$ cat src/rtl/io_input_device.sv
// Memory-mapped key/switch input responder: 2-flop sync, debounce, sticky
// ready/overrun status and a registered interrupt request.

module io_input_group #(
  parameter int             W        = 4,
  parameter logic [W-1:0]   RST_VAL  = '0,
  parameter int             DEBOUNCE = 500000,
  parameter int             CNTBITS  = 20
) (
  input  logic         clk,
  input  logic         reset_n,
  input  logic [W-1:0] pin,
  input  logic         rd_data,
  input  logic         wr_ctrl,
  input  logic         wr_rdy,
  input  logic         wr_ovr,
  input  logic         wr_ie,
  output logic [W-1:0] stable,
  output logic         rdy,
  output logic         ovr,
  output logic         ie
);

  // The first cycle that sees sync == sync_q already holds two equal samples,
  // so the counter stops one short of DEBOUNCE-1.
  localparam logic [CNTBITS-1:0] CNT_LAST = CNTBITS'(DEBOUNCE - 2);

  logic [W-1:0]       meta, sync, sync_q;
  logic [CNTBITS-1:0] cnt;
  logic               settling, chg;

  assign settling = (sync != stable) && (sync == sync_q);
  assign chg      = settling && (cnt == CNT_LAST);

  always_ff @(posedge clk or negedge reset_n) begin
    if (!reset_n) begin
      meta   <= RST_VAL;
      sync   <= RST_VAL;
      sync_q <= RST_VAL;
    end else begin
      meta   <= pin;
      sync   <= meta;
      sync_q <= sync;
    end
  end

  always_ff @(posedge clk or negedge reset_n) begin
    if (!reset_n) begin
      cnt    <= '0;
      stable <= RST_VAL;
    end else if (chg) begin
      cnt    <= '0;
      stable <= sync;
    end else if (settling) begin
      cnt    <= cnt + 1'b1;
    end else begin
      cnt    <= '0;
    end
  end

  // A change always sets RDY; OVR only when the previous value was never read.
  always_ff @(posedge clk or negedge reset_n) begin
    if (!reset_n) begin
      rdy <= 1'b0;
      ovr <= 1'b0;
      ie  <= 1'b0;
    end else begin
      if (chg)
        rdy <= 1'b1;
      else if (rd_data || (wr_ctrl && !wr_rdy))
        rdy <= 1'b0;

      if (chg && rdy && !rd_data)
        ovr <= 1'b1;
      else if (wr_ctrl && !wr_ovr)
        ovr <= 1'b0;

      if (wr_ctrl)
        ie <= wr_ie;
    end
  end

endmodule

module io_input_device #(
  parameter int               DBITS    = 16,
  parameter int               DEBOUNCE = 500000,
  parameter int               CNTBITS  = 20,
  parameter logic [DBITS-1:0] BASE     = 16'hFFF0
) (
  input  logic             clk,
  input  logic             reset_n,
  input  logic [3:0]       KEY,
  input  logic [9:0]       SW,
  input  logic [DBITS-1:0] addr,
  input  logic             re,
  input  logic             we,
  input  logic [DBITS-1:0] wdata,
  output logic [DBITS-1:0] rdata,
  output logic             sel,
  output logic             irq
);

  typedef struct packed {
    logic [DBITS-1:0] addr;
    logic             re;
    logic             we;
    logic [DBITS-1:0] wdata;
  } bus_req_t;

  bus_req_t   req;
  logic [1:0] idx;
  logic       rd_kdata, rd_sdata, wr_kctrl, wr_sctrl;
  logic [3:0] kstable;
  logic [9:0] sstable;
  logic       krdy, kovr, kie, srdy, sovr, sie;
  logic       unused_bits;

  assign req = '{addr: addr, re: re, we: we, wdata: wdata};
  assign sel = (req.addr[15:3] == BASE[15:3]);
  assign idx = req.addr[2:1];

  assign rd_kdata = sel && req.re && (idx == 2'd0);
  assign rd_sdata = sel && req.re && (idx == 2'd1);
  assign wr_kctrl = sel && req.we && (idx == 2'd2);
  assign wr_sctrl = sel && req.we && (idx == 2'd3);

  assign unused_bits = ^{req.addr[0], req.wdata[DBITS-1:5], req.wdata[3:2]};

  io_input_group #(
    .W(4), .RST_VAL(4'hF), .DEBOUNCE(DEBOUNCE), .CNTBITS(CNTBITS)
  ) u_key (
    .clk(clk), .reset_n(reset_n), .pin(KEY),
    .rd_data(rd_kdata), .wr_ctrl(wr_kctrl),
    .wr_rdy(req.wdata[0]), .wr_ovr(req.wdata[1]), .wr_ie(req.wdata[4]),
    .stable(kstable), .rdy(krdy), .ovr(kovr), .ie(kie)
  );

  io_input_group #(
    .W(10), .RST_VAL(10'h000), .DEBOUNCE(DEBOUNCE), .CNTBITS(CNTBITS)
  ) u_sw (
    .clk(clk), .reset_n(reset_n), .pin(SW),
    .rd_data(rd_sdata), .wr_ctrl(wr_sctrl),
    .wr_rdy(req.wdata[0]), .wr_ovr(req.wdata[1]), .wr_ie(req.wdata[4]),
    .stable(sstable), .rdy(srdy), .ovr(sovr), .ie(sie)
  );

  always_comb begin
    rdata = '0;
    if (sel) begin
      unique case (idx)
        2'd0: rdata = DBITS'(kstable);
        2'd1: rdata = DBITS'(sstable);
        2'd2: rdata = DBITS'({kie, 2'b00, kovr, krdy});
        2'd3: rdata = DBITS'({sie, 2'b00, sovr, srdy});
        default: rdata = '0;
      endcase
    end
  end

  always_ff @(posedge clk or negedge reset_n) begin
    if (!reset_n) irq <= 1'b0;
    else          irq <= (kie && krdy) || (sie && srdy);
  end

endmodule

$ cat config.mk
export PLATFORM = sky130hd
export DESIGN_NAME = io_input_device
export DESIGN_NICKNAME = d
export VERILOG_FILES = /design/src/rtl/io_input_device.sv
export SDC_FILE = /design/constraint.sdc
export NUM_CORES = 1
export LEC_CHECK = 0
export CORE_MARGIN = 1
export CORE_UTILIZATION = 49
export DETAILED_ROUTE_END_ITERATION = 10
export HOLD_SLACK_MARGIN = 0.03
export PLACE_DENSITY = 0.83
export SYNTH_ARGS = -nofsm -noshare
export SYNTH_HDL_FRONTEND = slang
export SYNTH_HIERARCHICAL = 1
export SYNTH_SLANG_ARGS = --single-unit
$ cat constraint.sdc
create_clock -name clk -period 1.9 [get_ports clk]
set_clock_uncertainty 0.1 [all_clocks]
set_input_delay 0.475 -clock clk [delete_from_list [all_inputs] [get_ports clk]]
set_output_delay 0.475 -clock clk [all_outputs]
set_load 0.1 [all_outputs]
After elaboration in Yosys (flattened, before gate mapping)
Cells that the tools add are included.

storage, ports and cells
  logic and storage cells = 75
  bits of input ports = 50
  register bits after elaboration = 103

operators by class
  eq/ne operators = 10
  mux-type cells = 14
  reductions and logical operators = 32
  $add $sub $neg = 2

operator list
  cell                   number
  $mux 20                4
  $pmux 16 s4            1
  $add 20x1->20 const B  2
  $eq 20x19->1 const B   2
  $logic_and 1x1->1      20
  $mux 16                1
  $eq 13x13->1 const B   1
  $eq 10x10->1           1
  $ne 10x10->1           1
  $mux 1                 8
  $reduce_bool 2->1      4
  $eq 2x2->1 const B     2
  $eq 4x4->1             1
  $logic_not 1->1        4
  $ne 4x4->1             1
  $logic_or 1x1->1       3
  $eq 2x1->1 const B     1
  $logic_not 2->1        1

Longest topological paths before layout
  depth in word-level cells = 7
  mapped depth = 8
  depth with buffers taken out = 7

By module
The synthesis kept the hierarchy.

modules (own cells, without submodules)
  module                   cells each  instances  area each (µm²)
  io_input_group at u_sw   187         1          2493.6
  io_input_group at u_key  147         1          1736.7
  io_input_device          43          1          352.8

Least setup slack after synthesis
OpenSTA, ideal clock, no wires.

  kind = input port to output port
  start = in addr[3]
  end = out rdata[2]
  slack = -2.010 ns
  arrival = 3.335 ns
  cell stages on the path = 4
  required time = 1.325 ns
  path through = nand4b_1 -> or4_1 -> buf_6 -> nor3_1

between the ends
  cells in the longest elaborated chain, start to end = 2

ends and longest elaborated chain
  item             RTL line  RTL
  start, declared  95        input logic [DBITS-1:0] addr,
  $eq 13x13->1     120       assign sel = (req.addr[15:3] == BASE[15:3]);
  $mux 16          150       if (sel) begin
  end, declared    99        output logic [DBITS-1:0] rdata,

Every way passes these cells.

Worst setup path after layout
  start = in addr[15]
  end = out rdata[4]

Same word-level chain as after synthesis.

==> results.md <==
* Synth Cell Area at 4583 um2
* DRT iter0 DRCs at 100
* H-tree depth at 3
* Post-synthesis adder-cell area fraction at 0.01092
* Die height at 98.71 um
* Synth area leader: dfrtp_1
* R2r endpoint: u_sw/cnt[4]
* Worst path most repeated cell: buf_12
* Worst reg2reg startpoint: u_sw/sync[4]
* Post-synth EDFFs at 0
* Slowest CP cell: or4_4
* Vias in the first global route at 3709
* Pre-Repair DR Iteration Count at 6
* Power density of the placed cells at around 600 nW/um2
* Status: finished, violations left
* PortBufs at 47
* Most common flop cell mapped by yosys: dfrtp_1
* Fin crit period at around 2.3 ns
* Clock Root Buffer: clkbuf_8
* Setup WS post-layout at -0.4499 ns
* Core Area at 8891 um2
* XOR/XNOR share of the synthesized area at 0.1147
* FF+latch area at about 2600 um2
* Final hold violation count at 0
* Avg Vias per Cell at 5.465
* R2r worst-path depth at 7
* Initial antenna violation count at 0
* Routability cong. at 0.9466
* Crit path DAT at 1.77 ns
* Psw at 998.7 uW
* Synth warn at 6
* Wire per inst at 17.94 um
* Mean Syn Cell Area at 12.16 um2
* Clock Path Buffers at 2
* Max_cap viols at 0
* HPWL after DPL at between 7000 and 8000 um
* Synth top area cells: dfrtp_1 (48%), dfstp_2 (9.2%), xor2_1 (6.9%), xnor2_1 (4.6%), mux2_4 (2.6%)
* Ports at ~70
* Vias at 3405
* Crit path max fanout at 6
* Complex-gate fraction of the synthesized area at 0.02129
* Synthesized instance count at 377
* Die area at ~9700 um2
* Die W at 98.71 um
* Final slew viol count at 0
* Crit path to: rdata[4]
* Post-synthesis sequential area ratio at 0.5667
* Row count at 34
* Overflow after GRT at 0
* Finished Core Util at 0.7467
* CTS tree: done
* Family with the most delay on the worst path: simple AND/OR/NAND/NOR gates
* Finished Layout Cells at 623
* Most frequent cells in the layout: dfrtp_1 (86), buf_4 (65), xor2_1 (33)
* Fillcell total at 524
* Critical Path Source: addr[15]
* F_max at 425.5 MHz
* Final period util at 1.237
* Yosys reg bits at 103
* Failing checks: negative setup slack
* Worst path buffer plus inverter count at 3
* # setup viols final at 53
* Antenna Nets Post-Route at 0
* Cell total after placement at 586
* First-pass GRT wire length at 17720 um
* Unrepaired setup endpoints after global routing: true
* Crit path kind: primary input to output port
* CTS sink count at about 100
* Setup TNS at -8.877 ns
* CTS clk-pin slew, worst paths at 0.09 ns
* DRC viols at 0
* Proportion of synthesized area in mux cells at 0.06252
* Critical Path RT at 1.32 ns
* Detailed Route WL at between 10000 and 15000 um
* ANT cells at 0
* Capturing element type of the critical path: output port
* WP depth at 6
* Layout Nets at around 560
* Combinational power share at 0.081
* Starting density of the core at 0.5155
* Sequential Power Share at 0.567
* Layout cell share with drive strength beyond 1 at 0.4777
* Synth-to-layout area growth at 44.85%
* Inserted Clock Buffers at 9
* PnR Total Power at approximately 4000 uW
* Post-synthesis cell type count at 46
* GR Util All Layers at 0.2361
* Post-synth ARST share at 1.000
* FF-to-FF setup slack at -0.16 ns
* Max rail drop VDD at ~0.00034 V
* Area of the multi-input gates at ~2300 um2
* Largest family of logic cells by synthesized area: simple AND/OR/NAND/NOR gates
* Element type at the critical path start: primary input
* Switch share at 0.2483
* Simple-gate share of the synthesized area at 0.1949
* Clk pwr share at 0.352
* Leak pwr at 0.002826 uW
* Yosys top cell area share at 0.4750
* Max incr delay on CP at approximately 0.6 ns
* Internal Pwr Total at 3024 uW
* Largest net degree at the start of global routing at 54
* Critical path cell sequence: buf_6, nand4_1, or4_4, buf_12, a21oi_4, buf_12
* Hold crit path type: register to register
* Most common cell after layout, fill and taps aside: dfrtp_1
* Clock Latency Late Sink at 0.38 ns
[synthesized netlist by cell type (3+ instances only)]
master,count
mux2_2,9
nor2_1,29
nand4_1,14
inv_1,7
dfrtp_1,87
nor3_1,23
a211oi_1,4
and2_1,6
buf_4,6
buf_2,4
xnor2_1,24
nand3_1,21
nor4_1,10
and4_1,3
clkbuf_1,3
nand2b_1,4
xor2_1,36
ha_1,4
dfstp_2,16
or3_1,4
mux2_4,8
and3_1,5
o21ai_0,7
nand2_1,13
[layer usage]
metal / up-vias / track usage / share of wire
li1: 1567 / - / -
met1: 1720 / 0.2839 / 0.40
met2: 96 / 0.4198 / 0.54
met3: 22 / 0.03688 / 0.037
met4: 0 / 0.1068 / 0.023
met5: - / 0 / 0
[layout make-up]
cell class	instances	share of cell area
clock buffers	10	0.01922
clock inverters	6	0.01131
inverters	7	0.003958
multi-input cells	256	0.3526
flip-flops and latches	103	0.3914
well taps	108	0.02035
repair buffers	133	0.2011
[sequential cells by signal (all words and copies together), names as in the netlist]
register and count:
u_sw/sync 10, u_sw/sync_q 10, u_sw/cnt 20, u_key/sync 4, u_sw/ie 1, u_key/sync_q 4
irq 1, u_key/ie 1, u_sw/stable 10, u_key/ovr 1, u_key/rdy 1, u_sw/meta 10
u_key/cnt 20, u_sw/ovr 1, u_sw/rdy 1, u_key/stable 4, u_key/meta 4
[worst min path at each step]
stage,from,end,slack [ns],cells past startpoint
final,u_sw/meta[6],u_sw/sync[6],0.26,0
after global routing,u_sw/meta[8],u_sw/sync[8],0.26,0
after CTS,u_sw/meta[8],u_sw/sync[8],0.26,0
after detailed placement,u_sw/meta[6],u_sw/sync[6],0.23,0
after global placement,u_sw/meta[7],u_sw/sync[7],0.23,0
after floorplan,reset_n,irq,0.08,0
[stage by stage]
| step | hold WS, ns | area (um2) | setup slack [ns] |
|---|---|---|---|
| finish | 0.2555 | 6639 | -0.4499 |
| global route | 0.2567 | 6639 | -0.5128 |
| CTS | 0.2575 | 6314 | -0.4402 |
| detailed placement | 0.2347 | 5827 | -0.9138 |
| global placement | 0.2315 | 5827 | -0.8623 |
| floorplan | 0.07941 | 4668 | -0.6817 |
[power by group through the flow]
| stage | logic, uW | registers [uW] | clock network, uW |
|---|---|---|---|
| 6_report | 328 | 2280 | 1410 |
| 3_3_place_gp | 277 | 2320 | 0 |
| 2_1_floorplan | 124 | 2320 | 0 |
| 5_1_grt | 353 | 2290 | 1530 |
| 4_1_cts | 298 | 2280 | 1440 |
| 3_5_place_dp | 284 | 2320 | 0 |
[cells by family (layout without fill, tap and decap cells)]
group / count (synthesis) / after routing
compound gates: 15 / 15
flops: 103 / 103
fa+ha+maj: 4 / 4
mux: 21 / 21
simple gates: 150 / 150
other cells: 1 / 6
buf+inv: 23 / 156
xor+xnor: 60 / 60
[what timing repair did]
item,4_1_cts,5_1_grt
endpoints found under the setup margin,71,71
hold buffers,1,0
gates resized for setup,100,71
buffers inserted,16,4
endpoints found under the hold margin,7,0
gates cloned,1,3
pin swaps,31,32
(Power assumes the default switching activity.)
